`config.mk`:
```
export PLATFORM = sky130hd
export DESIGN_NAME = audio_ft2232_stream_flat
export DESIGN_NICKNAME = d
export VERILOG_FILES = /design/src/rtl/audio_pkg.sv /design/src/rtl/audio_ft2232_stream_if.sv /design/src/rtl/audio_ft2232_stream.sv /design/src/flat_wrapper.sv
export SDC_FILE = /design/constraint.sdc
export NUM_CORES = 1
export LEC_CHECK = 0
export CAP_MARGIN = 30
export CORE_MARGIN = 2
export CORE_UTILIZATION = 55
export CTS_CLUSTER_SIZE = 30
export DETAILED_ROUTE_END_ITERATION = 10
export PLACE_DENSITY_LB_ADDON = 0.12
export SETUP_SLACK_MARGIN = 0.1
export SYNTH_ARGS = -nofsm -noshare
export SYNTH_HDL_FRONTEND = slang
export SYNTH_SLANG_ARGS = --single-unit
```
`constraint.sdc`:
```
create_clock -name fifo_clk_i -period 2.6 [get_ports fifo_clk_i]
set_clock_uncertainty 0.1 [all_clocks]
set_input_delay 0.26 -clock fifo_clk_i [delete_from_list [all_inputs] [get_ports fifo_clk_i]]
set_output_delay 0.26 -clock fifo_clk_i [all_outputs]
set_load 0.02 [all_outputs]
```
`src/rtl/audio_pkg.sv`:
```
// rtl/audio_pkg.sv - shared constants and state type for the FT2232 audio streamer
package audio_pkg;

  localparam int SAMPLE_BYTES_DEFAULT = 3;

  localparam logic [7:0] CMD_START    = 8'h01;
  localparam logic [7:0] CMD_STOP     = 8'h02;
  localparam logic [7:0] CMD_RATE_48K = 8'h10;
  localparam logic [7:0] CMD_RATE_44K = 8'h11;

  typedef enum logic [2:0] {
    IDLE,
    RD_OE,
    RD,
    TURN,
    WR
  } state_t;

endpackage

```
`src/rtl/audio_ft2232_stream_if.sv`:
```
// rtl/audio_ft2232_stream_if.sv - sample stream and FT2232 245-FIFO pin bundle
interface audio_ft2232_stream_if
  import audio_pkg::*;
#(
  parameter int SAMPLE_BYTES = SAMPLE_BYTES_DEFAULT
);

  logic                      sample_valid_i;
  logic [8*SAMPLE_BYTES-1:0] sample_left_i;
  logic [8*SAMPLE_BYTES-1:0] sample_right_i;
  logic                      sample_ready_o;
  logic                      fifo_txe_n_i;
  logic                      fifo_rxf_n_i;
  logic [7:0]                fifo_data_i;
  logic [7:0]                fifo_data_o;
  logic                      fifo_data_oe_o;
  logic                      fifo_oe_n_o;
  logic                      fifo_rd_n_o;
  logic                      fifo_wr_n_o;
  logic                      fifo_siwu_o;
  logic                      ft2232_reset_n_o;
  logic                      streaming_o;
  logic                      rate_sel_o;
  logic                      led_user_o;

  modport slave (
    input  sample_valid_i, sample_left_i, sample_right_i,
    input  fifo_txe_n_i, fifo_rxf_n_i, fifo_data_i,
    output sample_ready_o, fifo_data_o, fifo_data_oe_o, fifo_oe_n_o, fifo_rd_n_o,
    output fifo_wr_n_o, fifo_siwu_o, ft2232_reset_n_o, streaming_o, rate_sel_o, led_user_o
  );

  modport master (
    output sample_valid_i, sample_left_i, sample_right_i,
    output fifo_txe_n_i, fifo_rxf_n_i, fifo_data_i,
    input  sample_ready_o, fifo_data_o, fifo_data_oe_o, fifo_oe_n_o, fifo_rd_n_o,
    input  fifo_wr_n_o, fifo_siwu_o, ft2232_reset_n_o, streaming_o, rate_sel_o, led_user_o
  );

endinterface

```
`src/rtl/audio_ft2232_stream.sv`:
```
// rtl/audio_ft2232_stream.sv - stereo PCM frames out, single-byte commands in, over FT2232 245 sync FIFO
module audio_ft2232_stream
  import audio_pkg::*;
#(
  parameter int SAMPLE_BYTES = SAMPLE_BYTES_DEFAULT
) (
  input  logic                 fifo_clk_i,
  input  logic                 reset_n_i,
  audio_ft2232_stream_if.slave bus
);

  localparam int FRAME_BYTES = 2 * SAMPLE_BYTES;
  localparam int FRAME_W     = 8 * FRAME_BYTES;
  localparam int IDX_W       = $clog2(FRAME_BYTES);
  localparam logic [IDX_W-1:0] LAST_IDX = IDX_W'(FRAME_BYTES - 1);

  state_t             state;
  logic [FRAME_W-1:0] frame;
  logic [IDX_W-1:0]   byte_idx;
  logic [7:0]         rx_byte;
  logic               rx_valid;
  logic               handshake;

  assign handshake = bus.sample_valid_i & bus.sample_ready_o;

  always_ff @(posedge fifo_clk_i or negedge reset_n_i) begin
    if (!reset_n_i) begin
      state                <= IDLE;
      frame                <= '0;
      byte_idx             <= '0;
      rx_byte              <= 8'h00;
      rx_valid             <= 1'b0;
      bus.sample_ready_o   <= 1'b0;
      bus.fifo_data_o      <= 8'h00;
      bus.fifo_data_oe_o   <= 1'b0;
      bus.fifo_oe_n_o      <= 1'b1;
      bus.fifo_rd_n_o      <= 1'b1;
      bus.fifo_wr_n_o      <= 1'b1;
      bus.fifo_siwu_o      <= 1'b1;
      bus.ft2232_reset_n_o <= 1'b0;
      bus.streaming_o      <= 1'b0;
      bus.rate_sel_o       <= 1'b0;
      bus.led_user_o       <= 1'b0;
    end else begin
      bus.ft2232_reset_n_o <= 1'b1;
      bus.fifo_siwu_o      <= 1'b1;
      bus.sample_ready_o   <= 1'b0;
      rx_valid             <= 1'b0;

      // Reads only happen outside WR, so commands always land between frames
      if (rx_valid) begin
        case (rx_byte)
          CMD_START: begin
            bus.streaming_o <= 1'b1;
            bus.led_user_o  <= 1'b1;
          end
          CMD_STOP: begin
            bus.streaming_o <= 1'b0;
            bus.led_user_o  <= 1'b0;
          end
          CMD_RATE_48K: bus.rate_sel_o <= 1'b0;
          CMD_RATE_44K: bus.rate_sel_o <= 1'b1;
          default: ;
        endcase
      end

      case (state)
        IDLE: begin
          // A sample already handshaken must not be dropped, even if RXF fell the same edge
          if (handshake && bus.streaming_o) begin
            frame <= {bus.sample_right_i, bus.sample_left_i};
            state <= WR;
          end else if (!bus.fifo_rxf_n_i) begin
            state <= RD_OE;
          end else begin
            bus.sample_ready_o <= 1'b1;
          end
        end
        RD_OE: begin
          bus.fifo_oe_n_o    <= 1'b0;
          bus.fifo_data_oe_o <= 1'b0;
          state              <= RD;
        end
        RD: begin
          if (!bus.fifo_rd_n_o && !bus.fifo_rxf_n_i) begin
            rx_byte  <= bus.fifo_data_i;
            rx_valid <= 1'b1;
          end
          if (bus.fifo_rxf_n_i) begin
            bus.fifo_oe_n_o <= 1'b1;
            bus.fifo_rd_n_o <= 1'b1;
            state           <= TURN;
          end else begin
            bus.fifo_rd_n_o <= 1'b0;
          end
        end
        TURN: begin
          bus.sample_ready_o <= bus.fifo_rxf_n_i;
          state              <= IDLE;
        end
        WR: begin
          if (bus.fifo_wr_n_o) begin
            bus.fifo_data_oe_o <= 1'b1;
            bus.fifo_wr_n_o    <= 1'b0;
            bus.fifo_data_o    <= frame[7:0];
          end else if (!bus.fifo_txe_n_i) begin
            if (byte_idx == LAST_IDX) begin
              bus.fifo_wr_n_o    <= 1'b1;
              bus.fifo_data_oe_o <= 1'b0;
              bus.sample_ready_o <= bus.fifo_rxf_n_i;
              byte_idx           <= '0;
              state              <= IDLE;
            end else begin
              bus.fifo_data_o <= frame[15:8];
              frame           <= frame >> 8;
              byte_idx        <= byte_idx + 1'b1;
            end
          end
        end
        default: state <= IDLE;
      endcase
    end
  end

endmodule

```
`src/flat_wrapper.sv`:
```
// flat-port wrapper written by rule: the top's interface ports become plain ports
module audio_ft2232_stream_flat import audio_pkg::*;
#(
  parameter int SAMPLE_BYTES = SAMPLE_BYTES_DEFAULT
)
  (fifo_clk_i, reset_n_i, bus_sample_valid_i, bus_sample_left_i, bus_sample_right_i, bus_fifo_txe_n_i, bus_fifo_rxf_n_i, bus_fifo_data_i, bus_sample_ready_o, bus_fifo_data_o, bus_fifo_data_oe_o, bus_fifo_oe_n_o, bus_fifo_rd_n_o, bus_fifo_wr_n_o, bus_fifo_siwu_o, bus_ft2232_reset_n_o, bus_streaming_o, bus_rate_sel_o, bus_led_user_o);
  audio_ft2232_stream_if #(.SAMPLE_BYTES(SAMPLE_BYTES)) bus_i ();
  input  logic fifo_clk_i;
  input  logic reset_n_i;
  input wire logic [$bits(bus_i.sample_valid_i)-1:0] bus_sample_valid_i;
  input wire logic [$bits(bus_i.sample_left_i)-1:0] bus_sample_left_i;
  input wire logic [$bits(bus_i.sample_right_i)-1:0] bus_sample_right_i;
  input wire logic [$bits(bus_i.fifo_txe_n_i)-1:0] bus_fifo_txe_n_i;
  input wire logic [$bits(bus_i.fifo_rxf_n_i)-1:0] bus_fifo_rxf_n_i;
  input wire logic [$bits(bus_i.fifo_data_i)-1:0] bus_fifo_data_i;
  output wire logic [$bits(bus_i.sample_ready_o)-1:0] bus_sample_ready_o;
  output wire logic [$bits(bus_i.fifo_data_o)-1:0] bus_fifo_data_o;
  output wire logic [$bits(bus_i.fifo_data_oe_o)-1:0] bus_fifo_data_oe_o;
  output wire logic [$bits(bus_i.fifo_oe_n_o)-1:0] bus_fifo_oe_n_o;
  output wire logic [$bits(bus_i.fifo_rd_n_o)-1:0] bus_fifo_rd_n_o;
  output wire logic [$bits(bus_i.fifo_wr_n_o)-1:0] bus_fifo_wr_n_o;
  output wire logic [$bits(bus_i.fifo_siwu_o)-1:0] bus_fifo_siwu_o;
  output wire logic [$bits(bus_i.ft2232_reset_n_o)-1:0] bus_ft2232_reset_n_o;
  output wire logic [$bits(bus_i.streaming_o)-1:0] bus_streaming_o;
  output wire logic [$bits(bus_i.rate_sel_o)-1:0] bus_rate_sel_o;
  output wire logic [$bits(bus_i.led_user_o)-1:0] bus_led_user_o;
  assign bus_i.sample_valid_i = bus_sample_valid_i;
  assign bus_i.sample_left_i = bus_sample_left_i;
  assign bus_i.sample_right_i = bus_sample_right_i;
  assign bus_i.fifo_txe_n_i = bus_fifo_txe_n_i;
  assign bus_i.fifo_rxf_n_i = bus_fifo_rxf_n_i;
  assign bus_i.fifo_data_i = bus_fifo_data_i;
  assign bus_sample_ready_o = bus_i.sample_ready_o;
  assign bus_fifo_data_o = bus_i.fifo_data_o;
  assign bus_fifo_data_oe_o = bus_i.fifo_data_oe_o;
  assign bus_fifo_oe_n_o = bus_i.fifo_oe_n_o;
  assign bus_fifo_rd_n_o = bus_i.fifo_rd_n_o;
  assign bus_fifo_wr_n_o = bus_i.fifo_wr_n_o;
  assign bus_fifo_siwu_o = bus_i.fifo_siwu_o;
  assign bus_ft2232_reset_n_o = bus_i.ft2232_reset_n_o;
  assign bus_streaming_o = bus_i.streaming_o;
  assign bus_rate_sel_o = bus_i.rate_sel_o;
  assign bus_led_user_o = bus_i.led_user_o;
  audio_ft2232_stream #(.SAMPLE_BYTES(SAMPLE_BYTES)) u_core (.fifo_clk_i(fifo_clk_i), .reset_n_i(reset_n_i), .bus(bus_i));
endmodule
```
# Word level (Yosys, flattened, before mapping)
# Index checks and enable logic that the tools add are counted.
# op_classes
mul,0
n_eq_ne,20
div,0
n_bitwise,3
n_reduce_logical,19
n_mux,35
n_shift,0
magnitude_cmp,0
addsub,1
# ops
cell,count
two-way mux 48 bit,4
case mux 48 bit (2 select lines),1
two-way mux 8 bit,3
two-way mux 3 bit,7
equality test 8 x 5 -> 1 bit (second input constant),2
two-way mux 1 bit,14
case mux 3 bit (4 select lines),1
AND reduction 5 bit,2
nonzero test 2 bit,5
AND reduction 3 bit,3
equality test 8 x 1 -> 1 bit (second input constant),1
equality test 8 x 2 -> 1 bit (second input constant),1
inequality test 2 x 1 -> 1 bit (second input constant),4
inequality test 2 bit (second input constant),4
case mux 1 bit (2 select lines),4
AND reduction 2 bit,4
equality test 3 x 2 -> 1 bit (second input constant),2
equality test 3 bit (second input constant),2
inequality test 3 x 2 -> 1 bit (second input constant),2
adder 3 x 1 -> 3 bit (second input constant),1
equality test 3 x 1 -> 1 bit (second input constant),1
zero test 3 bit,1
inequality test 3 x 1 -> 1 bit (second input constant),1
case mux 1 bit (3 select lines),1
4 further kinds,7
# word_totals
n_memories,0
reg_bits,79
latch_bits,0
output_inout_bits,18
mem_bits_ro,0
mem_bits_rw,0
wordCells,92

# Longest topological paths before layout
# depth
word_depth,5
depth_mapped,7
mapped_depth_nobuf,4

# Worst setup path after synthesis
# OpenSTA, ideal clock, no wires.
# synth_timing
path_kind,register to register
start,register u_core.bus.streaming_o
end,register u_core.frame[0]
t_required_ns,2.357
arrival_time_ns,1.453
setup_ns,0.143
stages_incl_launch_ff,7
synth_period_minus_slack_ns,1.696
slack_ns,0.904
cell_sequence,dfrtp_1 and3_1 o21a_2 and2_1 buf_6 buf_12 a2bb2oi_2
# synth_between
elab_chain_len,3
# synth_lines
item,line_no,source
from (decl),audio_ft2232_stream_if.sv:30,"output fifo_wr_n_o, fifo_siwu_o, ft2232_reset_n_o, streaming_o, rate_sel_o, led_user_o"
from (signal assigned),audio_ft2232_stream.sv:41,bus.streaming_o <= 1'b0;
from (signal assigned),audio_ft2232_stream.sv:54,bus.streaming_o <= 1'b1;
from (signal assigned),audio_ft2232_stream.sv:58,bus.streaming_o <= 1'b0;
logical AND 1 bit,audio_ft2232_stream.sv:70,if (handshake && bus.streaming_o) begin
inequality test 2 x 1 -> 1 bit (no line),-,
AND reduction 5 bit (no line),-,
to (signal assigned),audio_ft2232_stream.sv:71,"frame <= {bus.sample_right_i, bus.sample_left_i};"
to (signal assigned),audio_ft2232_stream.sv:115,frame <= frame >> 8;
to (decl),audio_ft2232_stream.sv:18,logic [FRAME_W-1:0] frame;
# No other way between the ends.
# A chain may end at the register's enable or synchronous reset.

# Worst setup path in the final report
# layout_timing
start,register u_core.bus.fifo_wr_n_o
end,output port bus_fifo_wr_n_o
# layout_lines
item,line_no,source
from (decl),audio_ft2232_stream_if.sv:30,
from (signal assigned),audio_ft2232_stream.sv:38,bus.fifo_wr_n_o <= 1'b1;
from (signal assigned),audio_ft2232_stream.sv:104,bus.fifo_wr_n_o <= 1'b0;
from (signal assigned),audio_ft2232_stream.sv:108,bus.fifo_wr_n_o <= 1'b1;
to (decl),flat_wrapper.sv:21,output wire logic [$bits(bus_i.fifo_wr_n_o)-1:0] bus_fifo_wr_n_o;
# No word-level cell between the ends.

==> reports/metrics.yaml <==
run_status:
  status: "finished clean"
critical_path:
  reg2reg_depth: 5
  cp_slowest_stage_delay_ns: 0.73
  crit_type: "reg2out"
  crit_path_start_kind: "flip-flop"
  crit_chain: "clkdlybuf4s50_1"
  crit_arrival_ns: 1.74
  cp_top_family: "flip-flops"
  r2r-start: "u_core.state[1]"
  end_kind: "output pin"
  worstPathMaxFanout: 13
  r2r_end: "u_core.frame[35]"
  cp_num_buf_inv: 1
  slowest_stage: "dfstp_2"
  rrSetupSlack_ns: 0.59
  worstPathRequired_ns: 2.24
synthesis:
  ys_ff_latch: 79
  async_reset_ff_share_pct: 100
  synth_area_leaders: "dfrtp_1 51%, a2bb2oi_2 16%, o22ai_1 7.0%"
  netlist.area_leader.share_pct: 50.8
  post_synth.cell_area_avg_um2: 13.4
  synth-edff-count: 0
  yosysUniqueCellTypes: 39
  synth.largest_area_cell: "dfrtp_1"
  ys_seq_area_share_pct: 52.9
  ys.flop_type: "dfrtp_1"
  netlist_instances: 279
  syn_area_um2: 3750
  yosys_warnings: 0
finish:
  area_growth_pct: 25.1
  drive_gt1_share_pct: 25.4
  final_cell_mix: "76 x clkdlybuf4s50_1, 76 x dfrtp_1, 42 x o22ai_1"
  antenna_cells: 0
  fill_cells: 504
  num-nets-final: 411
  final_cell_area_um2: 4690
floorplan:
  start_util_pct: 56.1
  core_um2: 6680
  die_area_um2: 7490
  die_w_um: 86.5
  std_cell_rows: 30
  io_pins: 79
  chipHeight_um: 86.5
placed_design:
  place_area_um2: 4470
  dp_hpwl_mm: 4.95
  port_buffers: 77
  gp_congestion: 0.771
drt:
  drt-wirelength-per-cell_um: 17.2
  num_vias: 2543
  drt_pre_antenna_iters: 4
  detail-route-antenna-nets: 0
  drc: 0
  drtIter0Drc: 163
  avgViaCountPerCell: 5.85
  drt_wl_total_mm: 7.47
sta:
  drv_slew: 0
  worst_pin_slew_ns: 0.666
  fin_crit_sh_pct: 80.8
  relSlewSlack_pct: 55.6
  rsz0062_at_grt: "no"
  setup_violations: 0
  fmax_ghz: 0.476
  period_minus_slack_ns: 2.10
  finalHoldViolCount: 0
  tns_ns: 0
power:
  vdd_ir_drop_max_mv: 0.569
  p_comb_share_pct: 17.8
  power_density_nw_per_um2: 637
  clock_power_share_pct: 31.1
  power_mw: 2.99
  cell_internal_pwr_mw: 2.19
  power_switching_mw: 0.794
  p_sw_share_pct: 26.6
  seq_power_share_pct: 51.1
  p_leak_nw: 2.09
clocking:
  clkSinkCount: 79
  cts_root_buffer: "clkbuf_8"
  h-tree-depth: 3
  clk_path_buf_depth: 2
  clk_latency_ns: 0.35
  cts_buffers: 9
  post_cts_resized: 0
  clk_pin_slew_worst_paths_ns: 0.08
  cts_tree: "yes"
grt:
  track_usage_pct: 20.7
  grt_overflow_total: 0
  grt_max_degree: 47
  antenna_found_initial: 0
  grt_pass1_wl_mm: 12.1
  grt_pass1_vias: 2424
worst_hold_path:
  min_path_type: "in2async"
flow_run:
  cap_violations: 0
[kinds of logic (layout without fill, tap and decap cells)]
| logic type | after synthesis | after routing | synth area share [%] |
|---|---|---|---|
| AOI/OAI and AO/OA | 107 | 107 | 27.7 |
| xor gates and xnor gates | 2 | 2 | 0.468 |
| DFF | 79 | 79 | 52.9 |
| muxes | 25 | 25 | 7.51 |
| and+or+nand+nor | 36 | 36 | 5.64 |
| buffers and inverters | 29 | 104 | 5.68 |
| other | 1 | 2 | 0.100 |
[power by group through the flow]
stage | logic [mW] | registers [mW] | clock network [mW]
6_report | 0.532 | 1.52 | 0.928
5_1_grt | 0.588 | 1.55 | 1.01
4_1_cts | 0.541 | 1.52 | 0.950
3_5_place_dp | 0.539 | 1.55 | 0
3_3_place_gp | 0.525 | 1.54 | 0
2_1_floorplan | 0.338 | 1.52 | 0
[Yosys cell counts (2+ instances only)]
| master | n |
|---|---|
| and2_1 | 3 |
| a2bb2oi_2 | 40 |
| buf_4 | 2 |
| and3_1 | 2 |
| buf_2 | 13 |
| nand4_1 | 2 |
| nand2_1 | 10 |
| o21ai_1 | 2 |
| nor3_1 | 3 |
| buf_6 | 2 |
| nor2_1 | 4 |
| inv_1 | 3 |
| clkbuf_1 | 5 |
| nand3b_1 | 2 |
| mux2_2 | 17 |
| dfrtp_1 | 76 |
| o22ai_1 | 42 |
| o21ai_0 | 5 |
| mux2_1 | 8 |
| dfstp_2 | 3 |
| and3b_1 | 3 |
| a22o_1 | 8 |
| xnor2_1 | 2 |
| a21oi_1 | 4 |
| buf_12 | 4 |
[metal layers]
metal	part of all wire (%)	up-vias	GRT usage, %
met1	48	1267	30.9
met5	0	-	0
li1	-	1210	-
met4	0.76	0	5.54
met3	4.7	6	5.24
met2	47	60	30.3
[registers in the layout, summed over array words and instances (netlist names)]
register and cells:
u_core.bus.fifo_data_oe_o 1, u_core.byte_idx 3, u_core.rx_valid 1, u_core.bus.sample_ready_o 1, u_core.bus.rate_sel_o 1, u_core.bus.fifo_rd_n_o 1, u_core.bus.ft2232_reset_n_o 1, u_core.bus.streaming_o 1
u_core.bus.fifo_data_o 8, u_core.frame 48, u_core.state 3, u_core.bus.fifo_oe_n_o 1, u_core.bus.fifo_wr_n_o 1, u_core.rx_byte 8
[worst max-delay path by stage]
stage / from / endpoint / slack, ns / cells past startpoint
2_1_floorplan: u_core.bus.streaming_o / u_core.frame[0] / 0.90 / 6
3_3_place_gp: bus_sample_valid_i / u_core.frame[37] / 0.50 / 6
3_5_place_dp: bus_sample_valid_i / u_core.frame[18] / 0.46 / 6
4_1_cts: u_core.bus.fifo_wr_n_o / bus_fifo_wr_n_o / 0.47 / 1
5_1_grt: u_core.bus.fifo_wr_n_o / bus_fifo_wr_n_o / 0.44 / 1
6_report: u_core.bus.fifo_wr_n_o / bus_fifo_wr_n_o / 0.50 / 1
[through the flow]
step	hold WS [ns]	std cells	util [%]	worst slack, ns
3_3_place_gp	0.199	418	66.9	0.496
5_1_grt	0.380	435	70.2	0.440
6_report	0.357	435	70.2	0.498
3_5_place_dp	0.203	418	66.9	0.465
2_1_floorplan	-0.136	280	-	0.904
4_1_cts	0.360	435	70.2	0.471
[repair_timing]
| item | 4_1_cts | 5_1_grt |
|---|---|---|
| hold endpoints to repair | 43 | 0 |
| setup buffers | 0 | 0 |
| hold buffers | 1 | 0 |
[final cells by class]
class	count	area [µm²]	area share, %
sequential	79	1980	42.2
multi-input combinational	172	1560	33.3
inverter	3	11.3	0.240
clock inverter	6	68.8	1.47
clock buffer	10	138	2.94
tap	80	100	2.14
timing repair buffer	85	831	17.7
Note: power is estimated with default switching activity, not from simulation.
